--- src/rtl/seg_scan_pkg.sv ---
// Shared types and constants for the multiplexed seven-segment scanner.
package seg_scan_pkg;

    // Width of one octal display digit.
    localparam int unsigned DIGIT_W = 3;

    // Scan sequencer states.
    typedef enum logic [1:0] {
        IDLE,
        SHOW,
        BLANK
    } scan_state_e;

endpackage

--- src/rtl/seg_dwell_timer.sv ---
// Loadable down-counter with a zero flag; times both digit dwell and inter-digit blanking.
module seg_dwell_timer #(
    parameter int unsigned CNT_W = 4
) (
    input  logic             clk,
    input  logic             rst_n,
    input  logic             load_i,
    input  logic [CNT_W-1:0] load_val_i,
    output logic [CNT_W-1:0] count_o,
    output logic             zero_o
);

    logic [CNT_W-1:0] cnt_q;

    // Reload on request, otherwise count down and park at zero.
    always_ff @(posedge clk or negedge rst_n) begin
        if (!rst_n) begin
            cnt_q <= '0;
        end else if (load_i) begin
            cnt_q <= load_val_i;
        end else if (cnt_q != '0) begin
            cnt_q <= cnt_q - 1'b1;
        end
    end

    assign count_o = cnt_q;
    assign zero_o  = (cnt_q == '0);

endmodule

--- src/rtl/seg_scanner.sv ---
// Multiplexed display scanner: steps through NUM_DIGITS octal digits with dwell and blanking
// periods, optional leading-zero suppression, and a frame-synchronous load handshake.
module seg_scanner
    import seg_scan_pkg::*;
#(
    parameter int unsigned NUM_DIGITS   = 4,
    parameter int unsigned DWELL_CYCLES = 1000,
    parameter int unsigned BLANK_CYCLES = 16
) (
    input  logic                          clk,
    input  logic                          rst_n,
    input  logic                          run,
    input  logic                          lz_blank,
    input  logic                          load_valid,
    input  logic [DIGIT_W*NUM_DIGITS-1:0] load_data,
    output logic                          load_ready,
    output logic [DIGIT_W-1:0]            segin,
    output logic                          seg_en,
    output logic [NUM_DIGITS-1:0]         digit_sel,
    output logic                          frame_done
);

    localparam int unsigned DataW  = DIGIT_W * NUM_DIGITS;
    localparam int unsigned MaxCyc = (DWELL_CYCLES > BLANK_CYCLES) ? DWELL_CYCLES : BLANK_CYCLES;
    localparam int unsigned CntW   = $clog2(MaxCyc);
    localparam int unsigned IdxW   = $clog2(NUM_DIGITS);

    localparam logic [IdxW-1:0] LastIdx   = IdxW'(NUM_DIGITS - 1);
    localparam logic [CntW-1:0] DwellLoad = CntW'(DWELL_CYCLES - 1);
    localparam logic [CntW-1:0] BlankLoad = CntW'(BLANK_CYCLES - 1);

    // Display data path
    logic [DataW-1:0] display_q, display_d;
    logic [DataW-1:0] shadow_q, shadow_d;
    logic             pending_q, pending_d;
    logic             commit;
    logic             accept;

    // Sequencer
    scan_state_e          state_q, state_d;
    logic [IdxW-1:0]      idx_q, idx_d;
    logic [DIGIT_W-1:0]   segin_q, segin_d;
    logic                 seg_en_q, seg_en_d;
    logic [NUM_DIGITS-1:0] digit_sel_q, digit_sel_d;
    logic                 frame_done_q, frame_done_d;

    // Timer interface
    logic            tmr_load;
    logic [CntW-1:0] tmr_val;
    logic [CntW-1:0] tmr_count;
    logic            tmr_zero;

    // Digit decode helpers
    logic [DIGIT_W-1:0]    disp_digits [NUM_DIGITS];
    logic                  upper_zero;
    logic                  suppress;
    logic [NUM_DIGITS-1:0] sel_onehot;

    seg_dwell_timer #(
        .CNT_W (CntW)
    ) u_timer (
        .clk        (clk),
        .rst_n      (rst_n),
        .load_i     (tmr_load),
        .load_val_i (tmr_val),
        .count_o    (tmr_count),
        .zero_o     (tmr_zero)
    );

    assign load_ready = !pending_q;
    assign accept     = load_valid && !pending_q;
    // Pending data only lands between frames, or straight away while idle.
    assign commit     = pending_q && ((state_q == IDLE) || frame_done_q);

    // Shadow capture on handshake, display update on commit.
    always_comb begin
        display_d = display_q;
        shadow_d  = shadow_q;
        pending_d = pending_q;
        if (commit) begin
            display_d = shadow_q;
            pending_d = 1'b0;
        end else if (accept) begin
            shadow_d  = load_data;
            pending_d = 1'b1;
        end
    end

    // Display, shadow and pending flag registers.
    always_ff @(posedge clk or negedge rst_n) begin
        if (!rst_n) begin
            display_q <= '0;
            shadow_q  <= '0;
            pending_q <= 1'b0;
        end else begin
            display_q <= display_d;
            shadow_q  <= shadow_d;
            pending_q <= pending_d;
        end
    end

    // Scan sequencing: next state, digit index, timer reloads and end-of-frame pulse.
    always_comb begin
        state_d      = state_q;
        idx_d        = idx_q;
        frame_done_d = 1'b0;
        tmr_load     = 1'b0;
        tmr_val      = DwellLoad;
        if (!run) begin
            state_d = IDLE;
            idx_d   = '0;
        end else begin
            unique case (state_q)
                IDLE: begin
                    state_d  = SHOW;
                    idx_d    = '0;
                    tmr_load = 1'b1;
                end
                SHOW: begin
                    if (tmr_zero) begin
                        state_d  = BLANK;
                        tmr_load = 1'b1;
                        tmr_val  = BlankLoad;
                        // A single blank cycle is also the final one.
                        frame_done_d = (idx_q == LastIdx) && (BLANK_CYCLES == 1);
                    end
                end
                BLANK: begin
                    if (tmr_zero) begin
                        state_d  = SHOW;
                        tmr_load = 1'b1;
                        idx_d    = (idx_q == LastIdx) ? '0 : idx_q + 1'b1;
                    end else begin
                        frame_done_d = (idx_q == LastIdx) && (tmr_count == CntW'(1));
                    end
                end
                default: state_d = IDLE;
            endcase
        end
    end

    // Leading-zero test for the digit about to be shown.
    always_comb begin
        upper_zero = 1'b1;
        for (int i = 0; i < NUM_DIGITS; i++) begin
            disp_digits[i] = display_d[DIGIT_W*i +: DIGIT_W];
            if ((i >= int'(idx_d)) && (disp_digits[i] != '0)) begin
                upper_zero = 1'b0;
            end
        end
        suppress = lz_blank && (idx_d != '0) && upper_zero;
    end

    // Decoder code/enable for the coming cycle; digit drive trails them by one cycle.
    always_comb begin
        segin_d  = segin_q;
        seg_en_d = 1'b0;
        if (state_d == SHOW) begin
            segin_d  = disp_digits[idx_d];
            seg_en_d = !suppress;
        end
        sel_onehot  = {{(NUM_DIGITS-1){1'b0}}, 1'b1} << idx_q;
        digit_sel_d = seg_en_q ? ~sel_onehot : '1;
    end

    // Sequencer state and registered outputs.
    always_ff @(posedge clk or negedge rst_n) begin
        if (!rst_n) begin
            state_q      <= IDLE;
            idx_q        <= '0;
            segin_q      <= '0;
            seg_en_q     <= 1'b0;
            digit_sel_q  <= '1;
            frame_done_q <= 1'b0;
        end else begin
            state_q      <= state_d;
            idx_q        <= idx_d;
            segin_q      <= segin_d;
            seg_en_q     <= seg_en_d;
            digit_sel_q  <= digit_sel_d;
            frame_done_q <= frame_done_d;
        end
    end

    assign segin      = segin_q;
    assign seg_en     = seg_en_q;
    assign digit_sel  = digit_sel_q;
    assign frame_done = frame_done_q;

endmodule
--- config.mk ---
export PLATFORM = sky130hd
export DESIGN_NAME = seg_scanner
export DESIGN_NICKNAME = d
export VERILOG_FILES = /design/src/rtl/seg_scan_pkg.sv /design/src/rtl/seg_dwell_timer.sv /design/src/rtl/seg_scanner.sv
export SDC_FILE = /design/constraint.sdc
export NUM_CORES = 1
export LEC_CHECK = 0
export ABC_AREA = 1
export BUFFER_PORTS_ARGS = -buffer_cell sky130_fd_sc_hd__buf_2
export CAP_MARGIN = 15
export CORE_MARGIN = 2
export CORE_UTILIZATION = 50
export DETAILED_ROUTE_END_ITERATION = 10
export GPL_ROUTABILITY_DRIVEN = 0
export PLACE_DENSITY_LB_ADDON = 0.25
export SYNTH_ARGS = -nofsm -noshare
export SYNTH_HDL_FRONTEND = slang
export SYNTH_HIERARCHICAL = 1
export SYNTH_SLANG_ARGS = --single-unit
export TNS_END_PERCENT = 50
--- constraint.sdc ---
create_clock -name clk -period 6.4 [get_ports clk]
set_clock_uncertainty 0.2 [all_clocks]
set_input_delay 0.64 -clock clk [delete_from_list [all_inputs] [get_ports clk]]
set_output_delay 0.64 -clock clk [all_outputs]
set_load 0.005 [all_outputs]
Word level (Yosys, flattened, before mapping)
Index checks and enable logic that the tools add are counted.

Flip-flop bits (word level): 48. Input bits: 17. Output and inout bits: 10. Word-level logic and storage cells: 79.

$lt $le $gt $ge: 4. Shift operators: 1. Bitwise gates (word level): 3. $add $sub $neg: 2. Mux-type cells: 31. Reductions and logical operators: 23. Equal/unequal tests: 5.

Operators with widths (number): 2-to-1 mux 10 bit (5); 2-to-1 mux 1 bit (12); 2-to-1 mux 12 bit (1); 2-to-1 mux 2 bit (6); nonzero test 3 bit (4); equality test 10 x 1 -> 1 bit (second input constant) (1); logical NOT 10 bit (1); nonzero test 10 bit (1); subtractor 10 x 1 -> 10 bit (second input constant) (1); logical AND 1 bit (8); binary-select mux 3 bit (select 2 bit) (1); 2-to-1 mux 3 bit (2); one-hot mux 2 bit (3 select lines) (1); nonzero test 2 bit (3); equality test 2 x 1 -> 1 bit (second input constant) (2); equality test 2 bit (second input constant) (2); greater-or-equal comparator 1 x 2 -> 1 bit (first input constant) (2); 2-to-1 mux 4 bit (1); inverter 4 bit (1); one-hot mux 2 bit (2 select lines) (1); << shifter 1 x 2 -> 4 bit (first input constant) (1); greater-or-equal comparator 3 bit (second input constant) (1); inverter 2 -> 3 bit (1); adder 2 x 1 -> 2 bit (second input constant) (1); 8 further kinds (9).

Longest topological paths before layout
Word-level depth: 14. Depth in mapped cells: 16. Depth with buffers taken out: 16.

Hierarchy
The synthesis kept the hierarchy.

Modules (own cells, without submodules): seg_scanner (seq. area each 955.9 sq um, area each 1994.4 sq um, times used 1, cells an instance 246); seg_dwell_timer (seq. area each 250.2 sq um, area each 670.6 sq um, times used 1, cells an instance 91).

Least setup slack after synthesis
OpenSTA, ideal clock, no wires.

Path type: reg2reg. Start point: reg u_timer.cnt_q[0], in the netlist u_timer/count_o[0]. End point: reg u_timer.cnt_q[8], in the netlist u_timer/count_o[8]. Period minus slack after synthesis: 2453 ps. Setup slack: 3947 ps. Cell stages (with the launch flop): 13. Buffers on the path: 0. Library setup time: 117 ps. Required time: 6083 ps. Data arrival time: 2136 ps. Path through: dfrtp_1 > inv_1 > ha_1 > inv_1 > nor2_1 > nand4_2 > nor2_4 > a21oi_1 > nor3_1 > inv_2 > or2_2 > nand2_1 > nor2_1.

Longest elaborated chain between the ends: 5. Elaborated cells between the ends (all ways): 12. Classes of those cells: add/sub (1); mux (8); reduce/logical (3).

RTL lines: start, declared (RTL line seg_dwell_timer.sv:13) `logic [CNT_W-1:0] cnt_q;`; start signal, assigned (RTL line seg_dwell_timer.sv:20) `cnt_q <= load_val_i;`; start signal, assigned (RTL line seg_dwell_timer.sv:22) `cnt_q <= cnt_q - 1'b1;`; logical NOT 10 bit * (RTL line seg_dwell_timer.sv:27) `assign zero_o = (cnt_q == '0);`; net tmr_zero (RTL line seg_scanner.sv:51) `logic tmr_zero;`; 2-to-1 mux 1 bit * (RTL line seg_scanner.sv:120, seg_scanner.sv:129); one-hot mux 1 bit (2 select lines) * (RTL line seg_scanner.sv:113) `unique case (state_q)`; 2-to-1 mux 1 bit * (RTL line seg_scanner.sv:109) `if (!run) begin`; net tmr_load (RTL line seg_scanner.sv:48) `logic tmr_load;`; 2-to-1 mux 10 bit / nonzero test 2 bit (equally long branches).

The timed path passes the listed nets; every way through them passes the cells marked *. The select of a mux whose other input is x is not followed. A chain may end at the register's enable or synchronous reset.

Final worst setup path
Same ends and word-level chain as after synthesis.

==> flow_results.xml <==
<?xml version="1.0" encoding="UTF-8"?>
<metrics>
  <group name="final_layout">
    <metric name="fin_nets" unit="">394</metric>
    <metric name="post_layout_nonfiller_instances" unit="">439</metric>
    <metric name="finalCoreUtilization" unit="">0.574</metric>
    <metric name="fill_cell_count" unit="">501</metric>
    <metric name="antenna_cells_inserted" unit="">0</metric>
    <metric name="drive_above_1_share" unit="">0.209</metric>
    <metric name="flow.area_growth_from_synthesis" unit="%">10.6</metric>
  </group>
  <group name="route">
    <metric name="detailedRoute.firstIterationViolations" unit="">118</metric>
    <metric name="post_drt_wl_per_cell" unit="um">11.0</metric>
    <metric name="via_per_inst" unit="">4.71</metric>
    <metric name="dr_pass1_iterations" unit="">4</metric>
    <metric name="via_count" unit="">2068</metric>
    <metric name="number_of_routed_nets_with_antenna_violations" unit="">0</metric>
    <metric name="detail_route.wirelength" unit="um">4810</metric>
    <metric name="drc" unit="">0</metric>
  </group>
  <group name="floorplanning">
    <metric name="die_height" unit="um">77.0</metric>
    <metric name="design.core.area" unit="um^2">5140</metric>
    <metric name="initial_utilization" unit="">0.519</metric>
    <metric name="die_area" unit="um^2">5930</metric>
    <metric name="die_x" unit="um">77.0</metric>
    <metric name="placement_rows" unit="">26</metric>
    <metric name="i_o_pins" unit="">27</metric>
  </group>
  <group name="power">
    <metric name="share_seq_of_total_power" unit="">0.508</metric>
    <metric name="power_frac_clock" unit="">0.212</metric>
    <metric name="power.share.switching" unit="">0.343</metric>
    <metric name="power_report.internal_total" unit="uW">529</metric>
    <metric name="share_comb_of_total_power" unit="">0.280</metric>
    <metric name="max-vdd-ir-drop" unit="mV">0.164</metric>
    <metric name="p_leak" unit="uW">0.00156</metric>
    <metric name="switchingPower" unit="uW">276</metric>
    <metric name="power_per_cell_area" unit="nW/um^2">273</metric>
  </group>
  <group name="placement">
    <metric name="detailed_place_hpwl" unit="um">3670</metric>
    <metric name="place_inst" unit="">430</metric>
    <metric name="port_buffers" unit="">26</metric>
    <metric name="pre_cts_ws" unit="ns">3.83</metric>
  </group>
  <group name="global_route">
    <metric name="grt_overflow_total" unit="">0</metric>
    <metric name="antenna_found_initial" unit="">0</metric>
    <metric name="wire_length_of_the_first_global_routing_pass" unit="um">8850</metric>
    <metric name="grt_max_degree" unit="">49</metric>
    <metric name="groute.usage.overall" unit="">0.186</metric>
    <metric name="via_count_of_the_first_global_routing_pass" unit="">2055</metric>
  </group>
  <group name="sta">
    <metric name="setup_viol" unit="">0</metric>
    <metric name="max_freq" unit="MHz">389</metric>
    <metric name="setup_repair_after_global_routing_missed_its_margin" unit="">false</metric>
    <metric name="timing_max_transition_violations_final" unit="">0</metric>
    <metric name="final.hold.worst_slack" unit="ns">0.0827</metric>
    <metric name="post-route-period-util" unit="">0.401</metric>
    <metric name="final-hold-violation-count" unit="">0</metric>
    <metric name="layout_min_cycle_time" unit="ns">2.57</metric>
    <metric name="setup_ws" unit="ns">3.83</metric>
    <metric name="tns" unit="ns">0</metric>
  </group>
  <group name="logic_synthesis">
    <metric name="post_synth.cell_area_avg" unit="um^2">7.91</metric>
    <metric name="synth_flop_cell" unit="">dfrtp_1</metric>
    <metric name="synth_area" unit="um^2">2670</metric>
    <metric name="ys_top_cells_by_area" unit="">dfrtp_1 41%, nand2_1 12%, inv_1 8.5%, nand3_1 5.4%, ha_1 4.2%</metric>
    <metric name="synth.largest_area_cell" unit="">dfrtp_1</metric>
    <metric name="synth_edf_count" unit="">0</metric>
    <metric name="post-synth-top-count-cell" unit="">nand2_1</metric>
    <metric name="ys.warnings.count" unit="">6</metric>
    <metric name="synth_seq_cells" unit="">48</metric>
    <metric name="ys_seq_area_frac" unit="">0.453</metric>
    <metric name="post_synth_most_frequent_cells" unit="">85 x nand2_1, 60 x inv_1, 44 x dfrtp_1</metric>
    <metric name="synth_async_sr_flop_share" unit="">1.00</metric>
    <metric name="post_synth_inst_count" unit="">337</metric>
    <metric name="yosysUniqueCellTypes" unit="">32</metric>
    <metric name="synth_top_cell_area_share" unit="">0.413</metric>
  </group>
  <group name="cts">
    <metric name="number_of_levels_in_the_clock_h_tree" unit="">2</metric>
    <metric name="cts_inserted_buffers" unit="">5</metric>
    <metric name="bufs_on_longest_clock_path" unit="">2</metric>
    <metric name="tritoncts_clock_tree" unit="">yes</metric>
    <metric name="post_cts.resized_instances" unit="">0</metric>
    <metric name="postCtsSetupBuffers" unit="">0</metric>
    <metric name="cts_root_buffer" unit="">clkbuf_8</metric>
    <metric name="clkLatencyLatePin" unit="ns">0.30</metric>
    <metric name="cts_sinks" unit="">48</metric>
    <metric name="cts_hold_buffers" unit="">0</metric>
    <metric name="clk_pin_slew_worst_paths" unit="ns">0.09</metric>
  </group>
  <group name="worst_setup_path">
    <metric name="timing.critical_path.to_type" unit="">flip-flop</metric>
    <metric name="r2r_cells" unit="">13</metric>
    <metric name="crit_type" unit="">flip-flop to flip-flop</metric>
    <metric name="crit_slowest_cell" unit="">dfrtp_1</metric>
    <metric name="critPathRequiredTime" unit="ns">6.39</metric>
    <metric name="cp_num_buf_inv" unit="">4</metric>
    <metric name="cp.arrival" unit="ns">2.56</metric>
    <metric name="worstSetupStartpointType" unit="">flip-flop</metric>
    <metric name="cp_cell_sequence" unit="">inv_1, ha_1, inv_1, nor2_1, nand4_2, nor2_4, a21oi_1, nor3_1, buf_4, inv_2, or2_2, nand2_1, nor2_1</metric>
    <metric name="worst_path_dominant_cell_family" unit="">simple AND/OR/NAND/NOR gates</metric>
    <metric name="path_max_fanout" unit="">15</metric>
    <metric name="critPathMaxStageDelay" unit="ns">0.40</metric>
    <metric name="cp_num_cells" unit="">13</metric>
  </group>
  <group name="status">
    <metric name="status" unit="">finished, final reports clean</metric>
  </group>
  <group name="job">
    <metric name="max_cap_violations" unit="">0</metric>
  </group>
  <group name="hold_path">
    <metric name="min-delay-path-class" unit="">primary input to asynchronous set/reset pin</metric>
  </group>
</metrics>
[cell type report]
type                       count  area (um^2)  area share
sequential                    48         1210       0.409
clock inverter                 1         5.00     0.00170
timing repair buffer          28          158      0.0535
clock buffer                   7         76.3      0.0259
tap                           70         87.6      0.0297
multi-input combinational    221         1170       0.399
inverter                      64          240      0.0815
[power by group through the flow]
stage	Sequential [uW]	Clock [uW]	Combinational (uW)
detailed placement	416	0	226
global route	417	189	266
floorplan	405	0	179
global placement	412	0	219
CTS	410	179	228
finish	409	171	225
[per-stage QoR]
step | area, um^2 | power, uW
4_1_cts | 2930 | 817
3_5_place_dp | 2850 | 642
2_1_floorplan | 2670 | 584
3_3_place_gp | 2850 | 631
5_1_grt | 2950 | 871
6_report | 2950 | 805
[final timing paths]
kind	start	slack (ns)	to
setup / recovery	u_timer/count_o[0]$_DFFE_PN0P_	3.83	u_timer/count_o[8]$_DFFE_PN0P_
hold / removal	rst_n	0.08	shadow_q[8]$_DFFE_PN0P_
setup reg to reg	u_timer/count_o[0]$_DFFE_PN0P_	3.83	u_timer/count_o[8]$_DFFE_PN0P_
hold reg to reg	seg_en$_DFF_PN0_	0.26	digit_sel[1]$_DFF_PN1_
max in group asynchronous	rst_n	5.33	digit_sel[1]$_DFF_PN1_
min in group clk	seg_en$_DFF_PN0_	0.26	digit_sel[1]$_DFF_PN1_
[flip-flops by register name, summed over array words and instances, names as in the netlist]
name and flops:
u_timer/count_o 10, state_q 2, shadow_q 12, pending_q 1
digit_sel 4, segin 3, idx_q 2, display_q 12
seg_en 1, frame_done 1
[placed cells by master, fill, tap and decap left out]
cell type	instances
a21oi_1	12
buf_12	1
buf_2	26
buf_4	1
clkbuf_1	2
clkbuf_8	5
clkinv_2	1
conb_1	4
dfrtp_1	44
dfstp_2	4
ha_1	9
inv_1	60
inv_2	4
mux2_2	3
nand2_1	85
nand2_2	16
nand2_4	1
nand3_1	29
nand3_2	2
nand4_1	2
nand4_2	1
nand4_4	1
nor2_1	26
nor2_2	3
nor2_4	3
nor3_1	3
nor4_1	2
o21ai_0	5
o21ai_1	5
o21ai_2	3
o21ai_4	1
or2_2	1
xnor2_1	1
xor2_1	3
[per-layer routing]
metal | vias up | part of all wire | GRT usage
li1 | 1085 | - | -
met1 | 948 | 0.45 | 0.234
met2 | 29 | 0.50 | 0.325
met3 | 6 | 0.029 | 0.0282
met4 | 0 | 0.017 | 0.0696
met5 | - | 0 | 0
[cells by family after synthesis]
logic type               count (synthesis)  share of synthesized area
AO/OA/AOI/OAI                           26                     0.0573
adder cells (fa/ha/maj)                  9                     0.0423
AND/OR/NAND/NOR                        175                      0.310
XOR/XNOR                                 4                     0.0131
multiplexers                             3                     0.0127
buffers and inverters                   70                      0.109
flip-flops                              48                      0.453
other                                    2                    0.00282
No activity file was read; power rests on OpenSTA's default activity.
